<file path="src/rtl/imm_pkg.sv">
// Shared types for the immediate generator pipeline.
// Format select encoding and its width.
package imm_pkg;

  localparam int IMM_SRC_W = 3;

  typedef enum logic [IMM_SRC_W-1:0] {
    IMM_I = 3'd0,
    IMM_S = 3'd1,
    IMM_B = 3'd2,
    IMM_J = 3'd3,
    IMM_U = 3'd4,
    IMM_Z = 3'd5
  } imm_src_e;

  function automatic logic is_reserved(
    input logic [IMM_SRC_W-1:0] s
  );
    return s > IMM_SRC_W'(IMM_Z);
  endfunction

endpackage

</file>
<file path="src/rtl/imm_decode.sv">
// Combinational immediate decode: instr + format select -> imm, illegal.
// Ports: instr[31:0], imm_src[2:0] in; imm[XLEN-1:0], illegal out.
module imm_decode
  import imm_pkg::*;
#(
  parameter int XLEN = 32
) (
  input  logic [31:0]          instr,
  input  logic [IMM_SRC_W-1:0] imm_src,
  output logic [XLEN-1:0]      imm,
  output logic                 illegal
);

  logic [31:0] raw;

  always_comb begin
    raw     = '0;
    illegal = 1'b0;
    unique case (imm_src_e'(imm_src))
      IMM_I: raw = {{20{instr[31]}}, instr[31:20]};
      IMM_S: raw = {{20{instr[31]}}, instr[31:25],
                    instr[11:7]};
      IMM_B: raw = {{19{instr[31]}}, instr[31], instr[7],
                    instr[30:25], instr[11:8], 1'b0};
      IMM_J: raw = {{11{instr[31]}}, instr[31],
                    instr[19:12], instr[20],
                    instr[30:21], 1'b0};
      IMM_U: raw = {instr[31:12], 12'b0};
      IMM_Z: raw = {27'b0, instr[19:15]};
      default: illegal = 1'b1;
    endcase
    // raw[31] is the sign for every format (0 for Z),
    // so one signed widen covers both XLEN choices.
    imm = XLEN'($signed(raw));
  end

endmodule

</file>
<file path="src/rtl/imm_gen_pipe.sv">
// Immediate generator with registered output (M) and one-entry skid (K).
// Ports: in_* valid/ready upstream, out_* valid/ready downstream, flush.
module imm_gen_pipe
  import imm_pkg::*;
#(
  parameter int XLEN  = 32,
  parameter int TAG_W = 32
) (
  input  logic                 clk,
  input  logic                 rst_n,
  input  logic                 flush,
  input  logic                 in_valid,
  output logic                 in_ready,
  input  logic [31:0]          in_instr,
  input  logic [IMM_SRC_W-1:0] in_imm_src,
  input  logic [TAG_W-1:0]     in_tag,
  output logic                 out_valid,
  input  logic                 out_ready,
  output logic [XLEN-1:0]      out_imm,
  output logic [31:0]          out_instr,
  output logic [TAG_W-1:0]     out_tag,
  output logic                 out_illegal
);

  if (XLEN != 32 && XLEN != 64) begin : g_xlen_chk
    $error("imm_gen_pipe: XLEN must be 32 or 64");
  end

  typedef struct packed {
    logic [XLEN-1:0]  imm;
    logic [31:0]      instr;
    logic [TAG_W-1:0] tag;
    logic             illegal;
  } entry_t;

  entry_t in_e;
  entry_t m_q, m_d;
  entry_t k_q, k_d;
  logic   m_vld_q, m_vld_d;
  logic   k_vld_q, k_vld_d;
  logic   in_xfer, out_xfer;

  imm_decode #(.XLEN(XLEN)) u_dec (
    .instr   (in_instr),
    .imm_src (in_imm_src),
    .imm     (in_e.imm),
    .illegal (in_e.illegal)
  );

  assign in_e.instr = in_instr;
  assign in_e.tag   = in_tag;

  assign in_ready = !k_vld_q;
  assign in_xfer  = in_valid && in_ready;
  assign out_xfer = m_vld_q && out_ready;

  always_comb begin
    m_d     = m_q;
    k_d     = k_q;
    m_vld_d = m_vld_q;
    k_vld_d = k_vld_q;
    if (flush) begin
      m_vld_d = 1'b0;
      k_vld_d = 1'b0;
    end else if (!m_vld_q || out_xfer) begin
      // K is only ever full while M is full
      if (k_vld_q) begin
        m_d     = k_q;
        k_vld_d = 1'b0;
      end else if (in_xfer) begin
        m_d     = in_e;
        m_vld_d = 1'b1;
      end else begin
        m_vld_d = 1'b0;
      end
    end else if (in_xfer) begin
      k_d     = in_e;
      k_vld_d = 1'b1;
    end
  end

  always_ff @(posedge clk or negedge rst_n) begin
    if (!rst_n) begin
      m_vld_q <= 1'b0;
      k_vld_q <= 1'b0;
      m_q     <= '0;
      k_q     <= '0;
    end else begin
      m_vld_q <= m_vld_d;
      k_vld_q <= k_vld_d;
      m_q     <= m_d;
      k_q     <= k_d;
    end
  end

  assign out_valid   = m_vld_q;
  assign out_imm     = m_q.imm;
  assign out_instr   = m_q.instr;
  assign out_tag     = m_q.tag;
  assign out_illegal = m_q.illegal;

endmodule

</file>
<file path="config.mk">
export PLATFORM = sky130hd
export DESIGN_NAME = imm_gen_pipe
export DESIGN_NICKNAME = d
export VERILOG_FILES = /design/src/rtl/imm_pkg.sv /design/src/rtl/imm_decode.sv /design/src/rtl/imm_gen_pipe.sv
export SDC_FILE = /design/constraint.sdc
export NUM_CORES = 1
export LEC_CHECK = 0
export ABC_AREA = 0
export CAP_MARGIN = 0
export CORE_UTILIZATION = 47
export DETAILED_ROUTE_END_ITERATION = 8
export GPL_TIMING_DRIVEN = 0
export PLACE_DENSITY = 0.77
export REMOVE_ABC_BUFFERS = 1
export SLEW_MARGIN = 20
export SYNTH_ARGS = -nofsm -noshare
export SYNTH_HDL_FRONTEND = slang
export SYNTH_SLANG_ARGS = --single-unit
</file>
<file path="constraint.sdc">
create_clock -name clk -period 1.72 [get_ports clk]
set_input_delay 0.344 -clock clk [delete_from_list [all_inputs] [get_ports clk]]
set_output_delay 0.344 -clock clk [all_outputs]
set_load 0.02 [all_outputs]
</file>
==> flow_summary.ini <==
[status]
run_status = complete, but fails checks
failed_checks = negative setup slack

[yosys]
synth_largest_type_area_fraction = 0.572
synth_warnings = 0
synth.most_common_cell = dfrtp_1
synth_top_cells_by_count = dfrtp_1, nand2_1, o21ai_0
share_of_async_settable_or_async_resettable_flops_after_synthesis = 1.00
edff_count_synth = 0
synth_top_cells_by_area = dfrtp_1, mux2i_1, o21ai_0
cell_taking_the_most_area_after_synthesis = dfrtp_1
postSynthAreaPerCell_um2 = 11.0
synth_seq_cells = 196
post_synth_instance_area_um2 = 8580
synth.lib_cells_used.distinct = 31
synth_top_flop_cell = dfrtp_1
syn-instance-count = 778
synth-seq-area-share = 0.572

[floorplanning]
design.die.area_um2 = 18800
core_region_area_um2 = 17900
die-height_um = 137
start_util = 0.479
dieWidth_um = 137
io_pins = 171
placementRows = 49

[clocking]
clk_pin_slew_worst_paths_ns = 0.07
cts.htree.levels = 4
clockRootBuffer = clkbuf_16
tritoncts.num_buffers = 17
num_clock_sinks = 196
clk_latency_ns = 0.43
clock_tree.buffer_depth = 2
cts_tree = built

[drt]
post-route-drc-count = 0
dr_total_vias = 6494
post_drt_via_cell_ratio = 5.42
drtIter0Drc = 315
routed_wire_length_per_instance_um = 18.4
drtPass1Iterations = 4
drtAntennaViolNets = 0
postRouteWirelength_um = 22100

[critical_path]
critical_path.slowest_cell = dfrtp_4
worstSetupEndpointType = flop
critical_path_cell_sequence = buf_8, nand2b_4, or3b_4, buf_12, buf_16, mux2_4
cp.required_ns = 2.03
worstReg2RegStart = k_vld_q
r2r.worst_path.cells = 6
critical_path_fanout_max = 7
cp_data_arrival_time_ns = 2.26
slowest_delay_ns = 0.49
criticalPathCategory = flop to flop
worstSetupStartpointType = flop
critPathLaunch = k_vld_q

[final_layout]
flow.area_growth_from_synthesis_pct = 37.0
final_cells = 1198
multiInputGateArea_um2 = 3650
final_layout_size_suffix_gt1_frac = 0.200
final_core_util = 0.656
num-fill-cells = 1420
finalNetCount = 1029
seq_area_um2 = 4910
number_of_inserted_diodes = 0

[pwr]
post-layout-total-power_mw = 12.7
net_switching_fraction_of_the_power = 0.290
static-leakage-power_nw = 5.34
combinationalPowerShare = 0.213
power_report.internal_total_mw = 9.00
switching_power_mw = 3.68
power_density_nw_per_um2 = 1080
ir_worst_vdd_uv = 764
share_clk_of_total_power = 0.316
power.sequential.fraction = 0.471

[sta]
headroom_to_the_max_slew_limit = 0.612
finalClockSkew_ns = 0.00976
finalHoldWorstSlack_ns = 0.433
final.period_utilization = 1.14
worst_pin_slew_ns = 0.582
fin_ws_ns = -0.233
max_freq_mhz = 512
timing.final.setup_violations = 124
grt_setup_unrepaired = yes
slew_viol_final = 0
hold_violations = 0
fin_crit_ns = 1.95
final_tns_setup_ns = -18.25

[place]
placedCellCount = 1132
place.gp.congestion = 0.708
placement.io_buffers = 170
detailed_place_hpwl_um = 12300

[global_route]
grt_max_degree = 88
grt_pass1_wl_um = 34600
grt_pass1_vias = 6393
number_of_antenna_violations_at_the_first_check_in_global_routing = 0
grtUsageTotal = 0.247
grt.overflow.total = 0

[worst_hold_path]
min_path_type = input pin to asynchronous set/reset pin

[run]
timing.max_cap.violations = 0
[critical path: cells and delay by family (launching register included)]
| family | cells | cell delay [ns] |
|---|---|---|
| buffers and inverters | 3 | 0.45 |
| DFF | 1 | 0.49 |
| muxes | 1 | 0.29 |
| and+or+nand+nor | 2 | 0.59 |
[per-layer routing]
metal,GRT usage,vias to the layer above,routed length (um)
li1,-,3075,-
met1,0.312,3231,9570
met2,0.419,160,11000
met3,0.0619,28,1140
met4,0.0726,0,332
met5,0,-,0
[cell families (layout without fill, tap and decap cells)]
family,count (synthesis),in the layout,share of synthesized area
buffers and inverters,60,248,0.0318
and+or+nand+nor,191,194,0.0960
AOI/OAI and AO/OA,190,190,0.121
DFF,196,196,0.572
xor gates and xnor gates,1,1,0.00102
muxes,140,140,0.178
[cell usage in the layout (no fill, tap or decap), types with 5 or more instances in the layout]
master           count
a21oi_1             34
and2_1              12
buf_12               5
buf_16              12
buf_4               15
buf_6                7
clkbuf_16           18
clkdlybuf4s50_1     67
clkinvlp_4           5
dfrtp_1            195
dlygate4sd2_1       99
inv_6                5
mux2_2              55
mux2_4              14
mux2i_1             70
nand2_1            124
nand2_2              6
nand2_4             10
nand2b_1             6
nand3_1             13
nor2_1               6
o211ai_1            12
o21a_1               5
o21ai_0            102
o21ai_1              7
o21ai_2             17
o22a_1               7
[power groups by stage]
stage / registers, mW / logic [mW] / clock network, mW
CTS: 5.95 / 2.66 / 4.10
detailed placement: 6.04 / 2.78 / 0
finish: 5.97 / 2.70 / 4.00
global placement: 6.02 / 2.69 / 0
floorplan: 6.42 / 1.01 / 0
global route: 6.08 / 2.96 / 4.25
[stage by stage]
step	cell area, um2	worst slack [ns]
2_1_floorplan	8310	-4.09
3_3_place_gp	10300	-8.04
3_5_place_dp	10600	-1.15
4_1_cts	11600	-0.239
5_1_grt	11800	-0.266
6_report	11800	-0.233
[worst paths after layout]
kind | slack [ns] | end
worst max-delay path | -0.23 | k_q[67]
worst min-delay path | 0.43 | out_tag[22]
worst max register to register | -0.23 | k_q[67]
worst min register to register | 0.47 | out_imm[10]
max in group asynchronous | 0.50 | k_q[49]
min in group clk | 0.47 | out_imm[10]
[flip-flops by register name, summed over array words and instances, names as in the netlist]
signal	count
out_imm	32
out_instr	32
out_valid	1
k_vld_q	1
out_illegal	1
k_q	97
out_tag	32
[area by class of cell]
cell class / instances / share of cell area
multi-input cells: 525 / 0.311
inverters: 2 / 0.000958
clock inverters: 12 / 0.0121
flip-flops and latches: 196 / 0.418
well taps: 229 / 0.0244
repair buffers: 214 / 0.196
repair inverters: 1 / 0.000639
clock buffers: 19 / 0.0377
[what timing repair did]
item	in CTS	in global routing
buffers inserted	18	8
setup endpoints to repair	293	194
gates resized for setup	170	44
hold endpoints to repair	52	0
pin swaps	17	14
hold buffers	1	0
cloned	11	2
No activity file was read; power rests on OpenSTA's default activity.
